==> src/rtl/instr_fetch.sv <==
// Instruction fetch unit: credit-gated in-order memory requests, a small
// {pc, instr} queue toward the decoder, and redirect handling that drains stale responses.
module instr_fetch #(
  parameter logic [31:0] RESET_PC = 32'h0000_0000,
  parameter int unsigned QDEPTH   = 2
) (
  input  logic        clk,
  input  logic        rst,
  output logic        imem_req,
  output logic [31:0] imem_addr,
  input  logic        imem_valid,
  input  logic [31:0] imem_rdata,
  input  logic        redirect,
  input  logic [31:0] redirect_pc,
  output logic        instr_valid,
  input  logic        instr_ready,
  output logic [31:0] instr_o,
  output logic [31:0] pc_o
);

  localparam int unsigned PTR_W = (QDEPTH > 1) ? $clog2(QDEPTH) : 1;
  localparam int unsigned CNT_W = $clog2(QDEPTH + 1);
  localparam int unsigned SUM_W = CNT_W + 1;

  typedef enum logic {RUN, DRAIN} state_e;

  typedef struct packed {
    logic [31:0] pc;
    logic [31:0] instr;
  } entry_t;

  state_e           state_q, state_d;
  logic [31:0]      fetch_pc_q, fetch_pc_d;
  logic [31:0]      resp_pc_q, resp_pc_d;
  logic [CNT_W-1:0] outst_q, outst_d;
  logic [CNT_W-1:0] discard_q, discard_d;
  logic [CNT_W-1:0] count_q, count_d;
  logic [PTR_W-1:0] rd_ptr_q, rd_ptr_d;
  logic [PTR_W-1:0] wr_ptr_q, wr_ptr_d;
  entry_t           fifo_q [QDEPTH];
  entry_t           fifo_d [QDEPTH];

  logic             resp_c, pop_c, push_c, issue_c;
  logic [SUM_W-1:0] used_c;
  logic [31:0]      redirect_tgt_c;

  function automatic logic [PTR_W-1:0] ptr_inc(input logic [PTR_W-1:0] p);
    return (32'(p) == QDEPTH - 1) ? '0 : p + PTR_W'(1);
  endfunction

  // Next-state: credits, response routing, queue and redirect/drain control
  always_comb begin
    state_d    = state_q;
    fetch_pc_d = fetch_pc_q;
    resp_pc_d  = resp_pc_q;
    discard_d  = discard_q;
    rd_ptr_d   = rd_ptr_q;
    wr_ptr_d   = wr_ptr_q;
    fifo_d     = fifo_q;

    redirect_tgt_c = redirect_pc & ~32'h3;
    // Responses with nothing outstanding are protocol errors and are ignored
    resp_c  = imem_valid && (outst_q != '0);
    pop_c   = (count_q != '0) && instr_ready && !redirect;
    // A pop this cycle frees a slot immediately so the stream stays gap-free
    used_c  = SUM_W'(outst_q) + SUM_W'(count_q) - SUM_W'(pop_c);
    issue_c = (state_q == RUN) && !redirect && (used_c < SUM_W'(QDEPTH));
    push_c  = resp_c && !redirect && (discard_q == '0);

    outst_d = outst_q + CNT_W'(issue_c) - CNT_W'(resp_c);
    count_d = count_q + CNT_W'(push_c) - CNT_W'(pop_c);

    if (issue_c) fetch_pc_d = fetch_pc_q + 32'd4;
    if (resp_c && !redirect && (discard_q != '0)) discard_d = discard_q - CNT_W'(1);

    // resp_pc tracks the address of the next response that will be kept
    if (push_c) begin
      fifo_d[wr_ptr_q] = '{pc: resp_pc_q, instr: imem_rdata};
      wr_ptr_d         = ptr_inc(wr_ptr_q);
      resp_pc_d        = resp_pc_q + 32'd4;
    end
    if (pop_c) rd_ptr_d = ptr_inc(rd_ptr_q);

    if (redirect) begin
      fetch_pc_d = redirect_tgt_c;
      resp_pc_d  = redirect_tgt_c;
      count_d    = '0;
      rd_ptr_d   = '0;
      wr_ptr_d   = '0;
      discard_d  = outst_d;
      state_d    = (outst_d != '0) ? DRAIN : RUN;
    end else if ((state_q == DRAIN) && (discard_d == '0)) begin
      state_d = RUN;
    end
  end

  always_ff @(posedge clk) begin
    if (rst) begin
      state_q    <= RUN;
      fetch_pc_q <= RESET_PC;
      resp_pc_q  <= RESET_PC;
      outst_q    <= '0;
      discard_q  <= '0;
      count_q    <= '0;
      rd_ptr_q   <= '0;
      wr_ptr_q   <= '0;
      for (int unsigned i = 0; i < QDEPTH; i++) fifo_q[i] <= '0;
    end else begin
      state_q    <= state_d;
      fetch_pc_q <= fetch_pc_d;
      resp_pc_q  <= resp_pc_d;
      outst_q    <= outst_d;
      discard_q  <= discard_d;
      count_q    <= count_d;
      rd_ptr_q   <= rd_ptr_d;
      wr_ptr_q   <= wr_ptr_d;
      fifo_q     <= fifo_d;
    end
  end

  assign imem_req    = issue_c && !rst;
  assign imem_addr   = fetch_pc_q;
  assign instr_valid = (count_q != '0);
  assign instr_o     = instr_valid ? fifo_q[rd_ptr_q].instr : '0;
  assign pc_o        = instr_valid ? fifo_q[rd_ptr_q].pc    : '0;

endmodule

==> config.mk <==
export PLATFORM = sky130hd
export DESIGN_NAME = instr_fetch
export DESIGN_NICKNAME = d
export VERILOG_FILES = /design/src/rtl/instr_fetch.sv
export SDC_FILE = /design/constraint.sdc
export NUM_CORES = 1
export LEC_CHECK = 0
export CAP_MARGIN = 20
export CELL_PAD_IN_SITES_DETAIL_PLACEMENT = 1
export CELL_PAD_IN_SITES_GLOBAL_PLACEMENT = 1
export CORE_MARGIN = 5
export CORE_UTILIZATION = 42
export DETAILED_ROUTE_END_ITERATION = 10
export GPL_TIMING_DRIVEN = 0
export PLACE_DENSITY = 0.88
export SYNTH_ARGS = -nofsm -noshare
export SYNTH_HDL_FRONTEND = slang
export SYNTH_SLANG_ARGS = --single-unit
==> constraint.sdc <==
create_clock -name clk -period 7.6 [get_ports clk]
set_clock_uncertainty 0.05 [all_clocks]
set_input_delay 1.52 -clock clk [delete_from_list [all_inputs] [get_ports clk]]
set_output_delay 1.52 -clock clk [all_outputs]
set_load 0.05 [all_outputs]
==> qor.txt <==
Syn. warnings - 0
# placed instances - 1653
Largest family of logic cells by synthesized area - simple AND/OR/NAND/NOR gates
Count leader, synth - nand2_1
RSZ-0062 raised after global routing - false
GRT Total Usage - 25.56%
CORE AREA - 0.02189 mm²
Hold Crit Start - fifo_q[127]$_SDFFE_PP0P_
Post-Syn Instances - 1209
Fin nets - 1469
Sequential fraction of the synthesis area - 41.27%
Die height - 159.3 µm
Num rows - 54
Final hold violation count - 0
Pins Over Slew Limit - 0
Vias/cell - 5.759
CP Class - primary input to primary output
Crit. End Element - primary output
Final wirelength - 33690 µm
IO Pins - 167
Post-CTS setup buffer count - 0
Number of enable flip-flop cells after synthesis - 0
Layout Cells excl Fill - 1685
Cts hold-fix bufs - 0
Fill cell total of the finished layout - 2724
Drt first pass iters - 7
Area grow syn2layout - 27.16%
Root Driver - clkbuf_16
Mapped cell area - 0.009363 mm²
Xor and xnor area share after synthesis - 2.245%
Top FF cell, synth - dfxtp_1
Netlist cell types - 65
RePlAce Congestion - 0.9323
Crit path to - imem_req
CTS max path bufs - 2
Final ANT Viol Nets - 0
# H-tree levels - 4
Largest net degree at the start of global routing - 17
Worst slew pin tran - 0.8792 ns
Initial core utilization - 42.77%
Antenna diode count - 0
Max_cap viols - 0
Total gr overflow - 0
TritonCTS Sinks - 193
Syn_area_per_cell - 7.744 µm²
Die area - 0.02538 mm²
Setup_tns - 0 ns
Largest cells by area after synthesis - dfxtp_1, nand2_1, a21oi_1
Mux share of post-synthesis cell area - 6.628%
R2r startpoint - count_q[1]$_SDFF_PP0_
FF-to-FF End - state_q$_SDFFE_PP0P_
Fmax - 140.1 MHz
Routed length per instance - 19.99 µm
Status - complete, no violations
Compound-Gate Fraction of Synth Area - 17.59%
Leakage - 3.735 nW
Worst Hold Path Cells - 2
Element type at the critical path start - primary input
Critical Path AT - 5.57 ns
Period Utilization, post-route - 93.91%
Vias in the first global route - 9933
Top cells by count, synth - nand2_1, dfxtp_1, a21oi_1
Clk Latency, worst-skew pair - 0.44 ns
Worst r2r path cells - 13
CTS buffer count - 17
Rel. slew slack - 40.90%
First-pass GRT wire length - 53060 µm
Ys async rst share - 0%
Worst Hold Class - flop to flop
Initial DRC count - 632
CTS tree - built
Detail Placement HPWL - 24360 µm
Die Wd - 159.3 µm
Synth Area in Simple Gates - 25.72%
Final setup fails - 0
Adder-cell share of the synthesized area - 1.149%
Top cell type by total area after synthesis - dfxtp_1
Layout cell share with drive strength beyond 1 - 3.701%
#FFs+latches synth - 193
Worst VDD drop - 0.0001247 V
R2R Setup Slk - 3.74 ns
Post_cts resized - 0
Vias - 9704
Share of the synthesized area in the top cell type - 41.27%
Reg clk slew, reported paths - 0.07 ns
Antenna violations before repair - 0
DRC Markers - 0
Port Buffer Count - 159
Critical path required time - 6.03 ns
PwrDens - 212.5 mW/mm²
CP Launch Point - redirect
Critical Path Fanout Max - 10
Fin crit period - 7.138 ns
## logic make-up (layout without fill, tap and decap cells)
group / Yosys count / in the layout
AND/OR/NAND/NOR: 532 / 532
AO/OA/AOI/OAI: 262 / 262
flip-flops: 193 / 193
buffers and inverters: 127 / 320
multiplexers: 62 / 62
XOR/XNOR: 24 / 24
adder cells (fa/ha/maj): 8 / 8
other: 1 / 4
## per-stage QoR
step | hold slack [ns] | cell area, µm² | power, mW | utilization (%) | setup WS, ns
floorplan | 0.3857 | 9374 | 1.449 | - | 1.568
global placement | 0.3909 | 11320 | 1.630 | 51.69 | 0.3295
detailed placement | 0.3961 | 11330 | 1.652 | 51.78 | 0.2675
CTS | 0.4050 | 11900 | 2.525 | 54.36 | 0.2450
global route | 0.4183 | 11910 | 2.624 | 54.38 | 0.2496
finish | 0.4071 | 11910 | 2.529 | 54.38 | 0.4625
## worst min path at each step
stage,to,slack (ns)
after floorplan,fifo_q[100]$_SDFFE_PP0P_,0.39
after global placement,fifo_q[11]$_SDFFE_PP0P_,0.39
after detailed placement,fifo_q[91]$_SDFFE_PP0P_,0.40
after CTS,fifo_q[91]$_SDFFE_PP0P_,0.41
after global routing,fifo_q[127]$_SDFFE_PP0P_,0.42
final,fifo_q[127]$_SDFFE_PP0P_,0.41
## registers in the layout, indices dropped and copies added (netlist names), 2 cells and up
| signal | flops |
|---|---|
| resp_pc_q | 30 |
| outst_q | 2 |
| fifo_q | 124 |
| count_q | 2 |
| discard_q | 2 |
| imem_addr | 30 |
## area by class of cell
class	count	area [µm²]	share of cell area [%]
Inverter	34	127.6	1.072
Clock inverter	11	105.1	0.8828
Multi-Input combinational cell	892	5014	42.11
Sequential cell	193	3864	32.45
Tap cell	280	350.3	2.943
Timing Repair Buffer	161	1610	13.53
Clock buffer	21	460.4	3.868
Buffer	93	374.1	3.142
## power breakdown
| part | leakage (nW) | switching [mW] | internal (mW) | total, mW |
|---|---|---|---|---|
| sequential | 1.57 | 0.0630 | 1.06 | 1.13 |
| clock | 0.266 | 0.408 | 0.472 | 0.880 |
| combinational | 1.90 | 0.349 | 0.174 | 0.523 |
| total | 3.74 | 0.821 | 1.71 | 2.53 |
## critical path, stage by stage
cell	delay [ns]
clkdlybuf4s50_1	0.49
clkbuf_1	0.32
clkbuf_1	0.37
nor4b_1	0.57
o21ai_0	0.21
fa_1	0.53
nand2b_1	0.17
nor3_2	0.48
clkdlybuf4s50_1	0.90
## layout by cell type (no fill, tap or decap), types with 25 or more instances in the layout
master / n
o31a_1: 26
dfxtp_1: 193
mux2i_1: 62
clkbuf_1: 81
nor2_1: 88
nor4_1: 25
nand4_1: 29
clkdlybuf4s50_1: 159
nand2_1: 291
a21oi_1: 146
inv_1: 33
## routing by layer
layer,wire length [µm],global-route usage (%)
met5,0,0
met4,846,8.724
met3,1807,3.935
met2,16300,43.67
met1,14730,32.95
Power figures use the tool's default switching activity.
